--- src/rtl/sdffe_sched_pkg.sv ---
`default_nettype none
// ============================================================================
// sdffe_sched_pkg : shared types/constants for the SDFFE round-robin scheduler
// Rev 1.0
// ============================================================================
package sdffe_sched_pkg;

   typedef enum logic {
      IDLE  = 1'b0,
      GRANT = 1'b1
   } state_t;

   localparam int NREQ_DEFAULT  = 4;
   localparam int WIDTH_DEFAULT = 2;
   localparam int MAX_NREQ      = 16;

   function automatic logic [MAX_NREQ-1:0] onehot(input logic [3:0] idx);
      return MAX_NREQ'(1) << idx;
   endfunction

endpackage
`default_nettype wire

--- src/rtl/sdffe_rr_scheduler_rr_pick.sv ---
`default_nettype none
// ============================================================================
// rr_pick : combinational round-robin picker, first set request at or after ptr
// Rev 1.0
// ============================================================================
module rr_pick #(
   parameter  int NREQ = 4,
   localparam int PW   = $clog2(NREQ)
) (
   input  logic [NREQ-1:0] req,
   input  logic [PW-1:0]   ptr,
   output logic [PW-1:0]   win,
   output logic            valid
);

   localparam int SW = PW + 1;

   // One spare bit so ptr+k never overflows before the modulo fold
   logic [SW-1:0] sum;

   always_comb begin
      win   = '0;
      valid = 1'b0;
      sum   = '0;
      for (int k = 0; k < NREQ; k++) begin
         sum = {1'b0, ptr} + SW'(k);
         if (sum >= SW'(NREQ)) begin
            sum = sum - SW'(NREQ);
         end
         if (!valid && req[sum[PW-1:0]]) begin
            valid = 1'b1;
            win   = sum[PW-1:0];
         end
      end
   end

endmodule
`default_nettype wire

--- src/rtl/sdffe_rr_scheduler.sv ---
`default_nettype none
// ============================================================================
// sdffe_rr_scheduler : round-robin load/clear scheduler for one shared SDFFE
// Rev 1.0
// ============================================================================
module sdffe_rr_scheduler
   import sdffe_sched_pkg::*;
#(
   parameter  int NREQ  = NREQ_DEFAULT,
   parameter  int WIDTH = WIDTH_DEFAULT,
   localparam int PW    = $clog2(NREQ)
) (
   input  logic                  CLK,
   input  logic                  ARST_N,
   input  logic [NREQ-1:0]       REQ,
   input  logic [NREQ-1:0]       CLR,
   input  logic [NREQ*WIDTH-1:0] DATA,
   input  logic                  FREEZE,
   output logic [NREQ-1:0]       GNT,
   output logic                  FF_EN,
   output logic                  FF_SRST,
   output logic [WIDTH-1:0]      FF_D,
   output logic                  BUSY
);

   state_t           state;
   logic [PW-1:0]    ptr;
   logic [PW-1:0]    win;
   logic             win_valid;
   logic             sel_clr;
   logic [WIDTH-1:0] sel_data;
   logic [PW-1:0]    next_ptr;

   rr_pick #(
      .NREQ (NREQ)
   ) u_pick (
      .req   (REQ),
      .ptr   (ptr),
      .win   (win),
      .valid (win_valid)
   );

   always_comb begin
      sel_clr  = 1'b0;
      sel_data = '0;
      for (int i = 0; i < NREQ; i++) begin
         if (win == PW'(i)) begin
            sel_clr  = CLR[i];
            sel_data = DATA[i*WIDTH +: WIDTH];
         end
      end
      next_ptr = (win == PW'(NREQ-1)) ? '0 : win + PW'(1);
   end

   // Outputs default to zero every edge; only an IDLE grant raises them for one cycle
   always_ff @(posedge CLK or negedge ARST_N) begin
      if (!ARST_N) begin
         state   <= IDLE;
         ptr     <= '0;
         GNT     <= '0;
         FF_EN   <= 1'b0;
         FF_SRST <= 1'b0;
         FF_D    <= '0;
         BUSY    <= 1'b0;
      end else begin
         state   <= IDLE;
         GNT     <= '0;
         FF_EN   <= 1'b0;
         FF_SRST <= 1'b0;
         FF_D    <= '0;
         BUSY    <= 1'b0;
         case (state)
            IDLE: begin
               if (!FREEZE && win_valid) begin
                  state   <= GRANT;
                  GNT     <= NREQ'(onehot(4'(win)));
                  FF_EN   <= 1'b1;
                  FF_SRST <= sel_clr;
                  FF_D    <= sel_clr ? '0 : sel_data;
                  BUSY    <= 1'b1;
                  ptr     <= next_ptr;
               end
            end
            default: begin
               state <= IDLE;
            end
         endcase
      end
   end

endmodule
`default_nettype wire

--- config.mk ---
export PLATFORM = sky130hd
export DESIGN_NAME = sdffe_rr_scheduler
export DESIGN_NICKNAME = d
export VERILOG_FILES = /design/src/rtl/sdffe_sched_pkg.sv /design/src/rtl/sdffe_rr_scheduler_rr_pick.sv /design/src/rtl/sdffe_rr_scheduler.sv
export SDC_FILE = /design/constraint.sdc
export NUM_CORES = 1
export LEC_CHECK = 0
export CORE_MARGIN = 4
export CORE_UTILIZATION = 35
export DETAILED_ROUTE_END_ITERATION = 10
export GPL_ROUTABILITY_DRIVEN = 0
export PLACE_DENSITY_LB_ADDON = 0.2
export SYNTH_ARGS = -nofsm -noshare
export SYNTH_HDL_FRONTEND = slang
export SYNTH_HIERARCHICAL = 1
export SYNTH_SLANG_ARGS = --single-unit
--- constraint.sdc ---
create_clock -name CLK -period 2.1 [get_ports CLK]
set_clock_uncertainty 0.2 [all_clocks]
set_input_delay 0.42 -clock CLK [delete_from_list [all_inputs] [get_ports CLK]]
set_output_delay 0.42 -clock CLK [all_outputs]
set_load 0.03 [all_outputs]
==> results.cfg <==
[run_status]
status = finished, violations left
violations = negative setup slack

[synthesis]
synth_area_um2 = 587
synth_fa_ha_area_share_pct = 8.53
yosys_warnings = 6
synth_compound_gate_area_share_pct = 19.8
synth_cell_types = 24
avgSynthCellArea_um2 = 9.17
synthSimpleGateAreaFrac_pct = 18.6
ys_ff_latch = 10
synth_xor_xnor_area_share_pct = 0
synth_seq_area_share_pct = 42.6
synth_top_family_by_area = compound AO/OA/AOI/OAI gates
synthMuxAreaShare_pct = 0
synth_nets = 87
netlist_instances = 64

[global_routing]
antenna_found_initial = 0
grt_pass1_wl_um = 2590
grt_max_degree = 11
overflow = 0
track_usage_pct = 13.4
first_global_vias = 575

[timing]
fmax_ghz = 0.450
setup_ws_ns = -0.120
fin_crit_ns = 2.22
drv_slew = 0
whs_ns = 0.262
worst_pin_slew_ns = 0.421
tns_ns = -0.219
setup_violations = 3
finalHoldViolations = 0
fin_crit_sh_pct = 106
relSlewSlack_pct = 71.8
grt_setup_unrepaired = yes

[clock_network]
clkSlewWorstSetupHoldPaths_ns = 0.06
hold_buffers = 0
clk_path_buf_depth = 2
cts_max_level = 1
cts_buffers = 3
clock-sinks = 10
ctsRootBufferMaster = clkbuf_4
clk_latency_ns = 0.26
cts_tree = built

[placement]
port_buffers = 27
placed_area_um2 = 922
dp_hpwl_um = 1140

[critical_path]
critPathRequiredTime_ns = 2.06
reg2reg_from = ptr[0]
startpoint = REQ[0]
cp.arrival_ns = 2.18
cp-start-kind = input port
cp_max_fo = 7
cp-end-kind = flip-flop
cpMaxStageDelayCell = a221o_1
slowest_delay_ns = 0.36
critPathKind = input port to flip-flop
cp_cell_sequence = dlygate4sd2_1, a221o_1, a21oi_4, buf_12, ha_4, a21oi_2, a221o_1, a221oi_2
crit_top_cell = a221o_1
cp_top_family = compound AO/OA/AOI/OAI gates
crit_buf_inv = 2

[detailed_routing]
viasPerCell = 5.22
dr.pass1.iters = 7
post_drt_wl_per_cell_um = 13.1
ant_nets = 0
drt_iter0_markers = 10
drcViolationCount = 0
vias = 611
routed_wl_um = 1530

[final_layout]
finalInstanceArea_um2 = 1060
final_cell_mix = clkdlybuf4s50_1 (23), dfrtp_1 (9), buf_4 (9)
utilization_pct = 69.0
drive_above_1_share_pct = 35.6
n_antenna_cell = 0
fillers = 114
final_common_cell = clkdlybuf4s50_1
nets = 126
syn2layout_area_growth_pct = 81.2

[power_and_ir_drop]
power.density_nw_per_um2 = 1010
vdd_drop_max_mv = 0.595
p_total_w = 0.00107
p_leak_nw = 0.465

[floorplan]
core_area_um2 = 1540
initial_utilization_pct = 38.1
rows = 14
die_h_um = 48.9
die_x_um = 48.9
die-area_um2 = 2400
num_io_pins = 28

[run]
drv_cap = 0

[worst_hold_path]
hp-class = input port to async pin
stage by stage:
stage               setup WS (ns)  instances
floorplan                0.000923         64
global placement           -0.657        112
detailed placement         -0.688        112
CTS                       -0.0981        117
global route               -0.203        117
finish                     -0.120        117
synthesized netlist by cell type:
| cell | n | share of area [%] |
|---|---|---|
| nand2b_1 | 1 | 1.1 |
| o31ai_1 | 1 | 1.3 |
| a211oi_1 | 1 | 1.3 |
| and3_2 | 1 | 1.3 |
| buf_6 | 1 | 1.9 |
| inv_1 | 8 | 5.1 |
| inv_2 | 2 | 1.3 |
| a221o_1 | 3 | 5.1 |
| buf_4 | 1 | 1.3 |
| buf_2 | 1 | 0.85 |
| o221ai_1 | 1 | 1.5 |
| ha_1 | 4 | 8.5 |
| o21ai_0 | 3 | 2.6 |
| dfrtp_1 | 10 | 43 |
| nand3b_1 | 2 | 2.6 |
| nand2_1 | 8 | 5.1 |
| a21oi_1 | 6 | 5.1 |
| nor2_1 | 1 | 0.64 |
| or3b_1 | 1 | 1.5 |
| nor2b_1 | 1 | 1.1 |
| a221oi_1 | 2 | 3.0 |
| and2_1 | 3 | 3.2 |
| and2_2 | 1 | 1.3 |
| nand3_1 | 1 | 0.85 |
power breakdown:
group / switching (W) / internal, W / leakage (nW)
sequential: 0.0000354 / 0.000240 / 0.131
clock: 0.0000568 / 0.0000657 / 0.0138
combinational: 0.000335 / 0.000341 / 0.320
total: 0.000428 / 0.000646 / 0.465
path summary, 6_finish.rpt:
kind	to	slack (ns)	cells past startpoint
max reg2reg	FF_D[0]	-0.10	8
min reg2reg	ptr[0]	0.37	2
max	FF_D[0]	-0.12	8
min	state	0.26	1
min in group CLK	ptr[0]	0.37	2
max in group asynchronous	ptr[1]	1.12	1
repair_timing:
item,CTS,global route
pin swaps,7,5
endpoints found under the setup margin,5,3
buffers inserted,2,0
gates resized for setup,25,3
per-layer routing:
layer | track usage (%) | wire (um) | vias up
met4 | 7.17 | 0 | 0
met2 | 20.7 | 762 | 27
met5 | 0 | 0 | -
met3 | 2.75 | 125 | 0
li1 | - | - | 294
met1 | 17.4 | 645 | 290
flip-flops by register name, indices dropped and copies added, names as in the netlist:
register  cells
FF_D          2
state         1
ptr           2
FF_SRST       1
GNT           4
cells by family (layout without fill, tap and decap cells):
logic type	count (synthesis)	in the layout
AOI/OAI and AO/OA	17	17
buffers and inverters	13	50
DFF	10	10
adders and majority gates	4	4
and+or+nand+nor	20	20
cell type report:
type / instances / area (um2) / share of cell area [%]
inverter: 10 / 37.5 / 3.53
sequential: 10 / 251 / 23.6
clock buffer: 3 / 22.5 / 2.12
timing repair buffer: 37 / 355 / 33.4
tap: 16 / 20.0 / 1.88
multi-input combinational: 41 / 377 / 35.4
No activity file was read; power rests on OpenSTA's default activity.
